<file path="config.mk">
export PLATFORM = sky130hd
export DESIGN_NAME = pc_sequencer
export DESIGN_NICKNAME = d
export VERILOG_FILES = /design/src/rtl/pc_pkg.sv /design/src/rtl/pc_ras.sv /design/src/rtl/pc_sequencer.sv
export SDC_FILE = /design/constraint.sdc
export NUM_CORES = 1
export LEC_CHECK = 0
export ABC_AREA = 1
export CAP_MARGIN = 20
export CORE_UTILIZATION = 46
export CTS_CLUSTER_DIAMETER = 50
export DETAILED_ROUTE_END_ITERATION = 8
export PLACE_DENSITY = 0.79
export REMOVE_ABC_BUFFERS = 1
export SYNTH_ARGS = -nofsm -noshare
export SYNTH_HDL_FRONTEND = slang
export SYNTH_SLANG_ARGS = --single-unit
export TNS_END_PERCENT = 100
</file>
<file path="constraint.sdc">
create_clock -name clk -period 2.9 [get_ports clk]
set_clock_uncertainty 0.1 [all_clocks]
set_input_delay 0.725 -clock clk [delete_from_list [all_inputs] [get_ports clk]]
set_output_delay 0.725 -clock clk [all_outputs]
set_load 0.01 [all_outputs]
</file>
<file path="src/rtl/pc_pkg.sv">
// Shared types and helpers for the program-counter sequencer.
package pc_pkg;

    typedef enum logic [1:0] {
        ST_BOOT,
        ST_RUN,
        ST_HALT
    } pc_state_e;

    typedef enum logic [2:0] {
        SRC_HOLD,
        SRC_SEQ,
        SRC_BRANCH,
        SRC_JUMP,
        SRC_RET,
        SRC_ERET,
        SRC_TRAP
    } pc_src_e;

    // Low-bit mask a legal target must have clear; STEP is a power of two.
    function automatic int unsigned align_mask(input int unsigned step);
        return step - 1;
    endfunction

endpackage

</file>
<file path="src/rtl/pc_ras.sv">
// Circular return-address stack: pushing when full overwrites the oldest entry.
module pc_ras #(
    parameter int unsigned XLEN  = 32,
    parameter int unsigned DEPTH = 4
) (
    input  logic                     clk,
    input  logic                     reset,
    input  logic                     i_push,
    input  logic                     i_pop,
    input  logic [XLEN-1:0]          i_data,
    output logic [XLEN-1:0]          o_top,
    output logic                     o_empty,
    output logic                     o_full,
    output logic [$clog2(DEPTH):0]   o_count
);
    localparam int unsigned AW = $clog2(DEPTH);

    logic [XLEN-1:0] r_mem [DEPTH];
    logic [AW-1:0]   r_ptr;
    logic [AW:0]     r_count;
    logic [AW-1:0]   w_ptr_dec;

    // r_ptr is the next free slot, so the newest entry sits one below it.
    assign w_ptr_dec = r_ptr - 1'b1;
    assign o_top     = r_mem[w_ptr_dec];
    assign o_empty   = (r_count == '0);
    assign o_full    = (r_count == (AW+1)'(DEPTH));
    assign o_count   = r_count;

    always_ff @(posedge clk) begin
        if (i_push && !i_pop) begin
            r_mem[r_ptr] <= i_data;
        end
    end

    always_ff @(posedge clk) begin
        if (!reset) begin
            r_ptr   <= '0;
            r_count <= '0;
        end else if (i_pop && !o_empty) begin
            r_ptr   <= w_ptr_dec;
            r_count <= r_count - 1'b1;
        end else if (i_push) begin
            r_ptr <= r_ptr + 1'b1;
            if (!o_full) begin
                r_count <= r_count + 1'b1;
            end
        end
    end

endmodule

</file>
<file path="src/rtl/pc_sequencer.sv">
// Fetch PC generator with stall, redirect, trap/eret and halt control.
// Optional return-address stack enabled by defining PC_RAS_EN.
module pc_sequencer
    import pc_pkg::*;
#(
    parameter int unsigned     XLEN         = 32,
    parameter int unsigned     STEP         = 4,
    parameter logic [XLEN-1:0] RESET_VECTOR = '0,
    parameter logic [XLEN-1:0] TRAP_VECTOR  = XLEN'('h80),
    parameter int unsigned     RAS_DEPTH    = 4
) (
    input  logic            clk,
    input  logic            reset,
    input  logic            fetch_ready_i,
    input  logic            halt_i,
    input  logic            resume_i,
    input  logic            branch_i,
    input  logic [XLEN-1:0] branch_tgt_i,
    input  logic            jump_i,
    input  logic [XLEN-1:0] jump_tgt_i,
    input  logic            call_i,
    input  logic            ret_i,
    input  logic [XLEN-1:0] ret_tgt_i,
    input  logic            trap_i,
    input  logic            eret_i,
    output logic [XLEN-1:0] pc_o,
    output logic            pc_valid_o,
    output logic            redirect_o,
    output logic [XLEN-1:0] epc_o,
    output logic            misalign_o
);
    localparam logic [XLEN-1:0] ALIGN_MASK = XLEN'(align_mask(STEP));
    localparam logic [XLEN-1:0] STEP_INC   = XLEN'(STEP);

    pc_state_e       r_state, w_state_next;
    logic [XLEN-1:0] r_pc, w_pc_next;
    logic [XLEN-1:0] r_epc, w_epc_next;
    logic            r_redirect, w_redirect_next;
    logic            r_misalign, w_misalign_next;
    pc_src_e         w_src;
    logic [XLEN-1:0] w_tgt;
    logic [XLEN-1:0] w_ret_tgt;
    logic            w_tgt_misaligned;

`ifdef PC_RAS_EN
    logic                         w_push, w_pop;
    logic                         w_ras_empty, w_ras_full;
    logic [XLEN-1:0]              w_ras_top;
    logic [$clog2(RAS_DEPTH):0]   w_ras_count;
    logic                         w_unused_ras;

    // A misaligned call traps, so its return address is never pushed.
    assign w_push = (w_src == SRC_JUMP) && call_i && !w_tgt_misaligned;
    assign w_pop  = (w_src == SRC_RET) && !w_ras_empty;

    pc_ras #(
        .XLEN  (XLEN),
        .DEPTH (RAS_DEPTH)
    ) u_ras (
        .clk     (clk),
        .reset   (reset),
        .i_push  (w_push),
        .i_pop   (w_pop),
        .i_data  (r_pc + STEP_INC),
        .o_top   (w_ras_top),
        .o_empty (w_ras_empty),
        .o_full  (w_ras_full),
        .o_count (w_ras_count)
    );

    assign w_ret_tgt    = w_ras_empty ? ret_tgt_i : w_ras_top;
    assign w_unused_ras = &{1'b0, w_ras_full, w_ras_count};
`else
    logic w_unused_call;

    assign w_ret_tgt     = ret_tgt_i;
    assign w_unused_call = &{1'b0, call_i};
`endif

    always_comb begin
        w_state_next     = r_state;
        w_pc_next        = r_pc;
        w_epc_next       = r_epc;
        w_redirect_next  = 1'b0;
        w_misalign_next  = 1'b0;
        w_src            = SRC_HOLD;
        w_tgt            = '0;
        w_tgt_misaligned = 1'b0;

        unique case (r_state)
            ST_BOOT: w_state_next = ST_RUN;
            ST_RUN: begin
                if (halt_i) w_state_next = ST_HALT;
                if (trap_i)                      w_src = SRC_TRAP;
                else if (eret_i)                 w_src = SRC_ERET;
                else if (ret_i)                  w_src = SRC_RET;
                else if (jump_i)                 w_src = SRC_JUMP;
                else if (branch_i)               w_src = SRC_BRANCH;
                else if (fetch_ready_i)          w_src = SRC_SEQ;
            end
            ST_HALT: begin
                if (resume_i) w_state_next = ST_RUN;
                if (trap_i)   w_src = SRC_TRAP;
            end
            default: w_state_next = ST_BOOT;
        endcase

        unique case (w_src)
            SRC_BRANCH: w_tgt = branch_tgt_i;
            SRC_JUMP:   w_tgt = jump_tgt_i;
            SRC_RET:    w_tgt = w_ret_tgt;
            default:    w_tgt = '0;
        endcase
        w_tgt_misaligned = |(w_tgt & ALIGN_MASK);

        unique case (w_src)
            SRC_SEQ: w_pc_next = r_pc + STEP_INC;
            SRC_TRAP: begin
                w_epc_next      = r_pc;
                w_pc_next       = TRAP_VECTOR;
                w_redirect_next = 1'b1;
            end
            SRC_ERET: begin
                w_pc_next       = r_epc;
                w_redirect_next = 1'b1;
            end
            SRC_BRANCH, SRC_JUMP, SRC_RET: begin
                w_redirect_next = 1'b1;
                if (w_tgt_misaligned) begin
                    w_pc_next       = TRAP_VECTOR;
                    w_epc_next      = w_tgt;
                    w_misalign_next = 1'b1;
                end else begin
                    w_pc_next = w_tgt;
                end
            end
            default: ;
        endcase
    end

    always_ff @(posedge clk) begin
        if (!reset) begin
            r_state    <= ST_BOOT;
            r_pc       <= RESET_VECTOR;
            r_epc      <= '0;
            r_redirect <= 1'b0;
            r_misalign <= 1'b0;
        end else begin
            r_state    <= w_state_next;
            r_pc       <= w_pc_next;
            r_epc      <= w_epc_next;
            r_redirect <= w_redirect_next;
            r_misalign <= w_misalign_next;
        end
    end

    assign pc_o       = r_pc;
    assign epc_o      = r_epc;
    assign pc_valid_o = (r_state == ST_RUN);
    assign redirect_o = r_redirect;
    assign misalign_o = r_misalign;

endmodule

</file>
==> metrics.txt <==
critical path required time 3040 ps; core region area 10300 sq um; data arrival time at the worst-slack endpoint 2650 ps; number of endpoints failing setup at the final stage 0; unrepaired setup endpoints after global routing no; static power due to leakage 0.00306 uW; maximum level of the CTS H-tree 3; post-cts hold buffer count 0; FMAX 397 MHz; register bit count reported by yosys 68; source-to-sink clock delay at the later pin of the worst-skew pair 340 ps; wire length per cell 13.6 microns; port buffer count 172; layout overhead on the synthesized area 42.1%; initial core utilization 47.5%; worst hold slack 375 ps; Clk network pwr share 11.6%; Synth Warn # 0; tightest slew margin relative to the limit 55.1%; root buffer selected by CTS sky130_fd_sc_hd__clkbuf_8; main combinational cell family by area after synthesis simple AND/OR/NAND/NOR gates; switching power of the nets 2770 uW; vias in the first global route 5566; Mapped Avg Cell Area 5.84 sq um; Congestion Overflow GR 0; largest incremental delay on the critical path 480 ps; die area 11100 sq um; post-CTS setup buffer count 0; floorplan die width 105 microns; first-pass iteration count of the detailed router 7; max-cap check violation count 0; slowest stage cell, crit path sky130_fd_sc_hd__clkdlybuf4s50_1; status finished clean; share of cells above drive strength 1 6.15%; top fanout value on the critical path 61; Finished Core Util 67.5%; sum of routed wire length over all layers 15600 microns; family of cells with the greatest summed delay on the critical path simple AND/OR/NAND/NOR gates; IR drop worst, VDD 0.401 mV; post-route minimum period 2520 ps; count of pins on the block boundary 174; clock transition time at the flip-flop clock pins of the worst setup and hold paths 70 ps; Final TNS setup 0 ps; Die Y 105 microns; # resized after CTS 0; remaining antenna violation count 0; Min-Delay Path Class flip-flop to flip-flop; xor and xnor area share after synthesis 3.75%; cell row count 37; maximum count of clock buffers along a single path 2; category of the worst setup path capture point flip-flop; slew of the pin with the lowest slew margin 673 ps; register area share after synthesis 27.8%; critical path launch point type primary input; TritonCTS Buffers 9; Antenna diodes 0; count of routing violations after the opening detailed-route iteration 361; global-route total usage across every layer 29.3%; maximum number of pins on one net before global-route repair 62; cells traversed along the worst timing path clkdlybuf4s50_1 > nand2_1 > nand2_1 > nand2_2 > inv_2 > nand2_2 > nor2_4 > nand2_2 > nor2_1 > nor2_2 > nand2_2 > inv_4 > nand2_8 > nand2_1 > nand2_1 > nor2_1; cell internal pwr 3390 uW; Final Wtd Congestion 0.926; CTS tree built; final number of hold-violating endpoints 0; pwr dens 883 nW/um^2; share of the synthesized area in compound gates (AO/OA/AOI/OAI) 9.77%; number of antenna violations at the first check in global routing 0; final cycle utilization of the critical path 86.8%; HPWL after DPL 11500 microns; post-synth cell types 31; synthesized cell area 4900 sq um; total via count after detailed routing 5877; mux share of post-synthesis cell area 0%; global-route wire length before repair 26400 microns; most common library cell in the layout ignoring fill and taps sky130_fd_sc_hd__nand2_1; net total in the final layout 1116; Adder-Cell Fraction of Synth Area 1.28%; combinational group share of total power 57.9%; switching share of power 45.0%; most used cells in the layout excluding fill and tap cells 255 x sky130_fd_sc_hd__nand2_1, 171 x sky130_fd_sc_hd__clkdlybuf4s50_1, 117 x sky130_fd_sc_hd__nand3_1, 103 x sky130_fd_sc_hd__nor2_1, 79 x sky130_fd_sc_hd__inv_1; clk sinks 68; Power, Total 6150 uW; # DRC 0; count of buffering cells on the critical path with inverters included 3; critical path class primary input to flip-flop; via count normalized by instance count 5.14; number of cells produced by synthesis 840; simple-gate area share of the yosys netlist 46.0%; max-slew violation count 0; sequential cell fraction of total power 30.5%
-- cell type report --
type | instances | area, sq um
clock buffers | 13 | 159
clock inverters | 2 | 10.0
fillers | 957 | 3360
inverters | 83 | 314
multi-input cells | 643 | 2980
flip-flops and latches | 68 | 1360
well taps | 136 | 170
repair buffers | 199 | 1970
-- layer usage --
layer	global-route usage (%)	vias to the layer above	routed length [microns]
li1	-	3025	-
met1	37.0	2630	6950
met2	50.3	202	7170
met3	5.57	20	1160
met4	8.75	0	282
met5	0	-	0
-- sequential cells by signal, indices dropped and copies added (netlist names) --
name	count
redirect_o	1
epc_o	32
pc_o	32
r_state	2
misalign_o	1
-- synth_stat cells (all sizes together) --
library cell / count / area share (%)
nor3: 8 / 0.82
a31oi: 1 / 0.13
xnor2: 7 / 1.3
o22ai: 2 / 0.26
nand2: 262 / 21
ha: 5 / 1.3
o221ai: 2 / 0.36
nor2: 111 / 9.1
o21ai: 37 / 3.8
or2: 2 / 0.26
o211ai: 1 / 0.15
a21boi: 1 / 0.15
dfxtp: 68 / 28
a21oi: 47 / 4.8
o21bai: 1 / 0.15
nand4: 23 / 2.9
nand3b: 2 / 0.31
clkbuf: 22 / 1.7
inv: 83 / 6.4
buf: 24 / 3.3
xor2: 14 / 2.5
nand3: 117 / 12
-- power by group through the flow --
stage / sequential [uW] / combinational [uW] / clock, uW
6_report: 1880 / 3570 / 712
4_1_cts: 1860 / 3570 / 713
5_1_grt: 1940 / 3980 / 763
2_1_floorplan: 1940 / 1790 / 0
3_5_place_dp: 1880 / 3550 / 0
3_3_place_gp: 1880 / 3490 / 0
-- path summary, 6_finish.rpt --
check | from | endpoint | slack (ps) | cells after the start
setup / recovery | trap_i | epc_o[16] | 380 | 16
hold / removal | epc_o[1] | pc_o[1] | 380 | 2
setup reg to reg | pc_o[2] | pc_o[20] | 510 | 11
hold reg to reg | epc_o[1] | pc_o[1] | 380 | 2
-- cell families (layout without fill, tap and decap cells) --
kind of cell             count (synthesis)  after routing
XOR/XNOR                                21             21
flip-flops                              68             68
buffers and inverters                  129            297
AO/OA/AOI/OAI                           92             92
AND/OR/NAND/NOR                        525            525
adder cells (fa/ha/maj)                  5              5
-- through the flow --
step / area, sq um / cells / setup WS, ps
finish: 6970 / 1144 / 384
global route: 6970 / 1144 / 165
floorplan: 4660 / 794 / -448
global placement: 6800 / 1129 / 68.7
CTS: 6970 / 1144 / 387
detailed placement: 6800 / 1129 / 32.0
-- worst reg2reg max path, stage by stage (launching register included) --
cell	delay, ps
sky130_fd_sc_hd__dfxtp_1	530
sky130_fd_sc_hd__ha_1	220
sky130_fd_sc_hd__nand2_1	110
sky130_fd_sc_hd__nor2_1	210
sky130_fd_sc_hd__nand2_1	180
sky130_fd_sc_hd__nor2_2	280
sky130_fd_sc_hd__nand3_1	190
sky130_fd_sc_hd__xnor2_1	160
sky130_fd_sc_hd__o21ai_1	130
sky130_fd_sc_hd__nand3_1	90
sky130_fd_sc_hd__nand2_1	60
sky130_fd_sc_hd__inv_1	30
(Power assumes the default switching activity.)
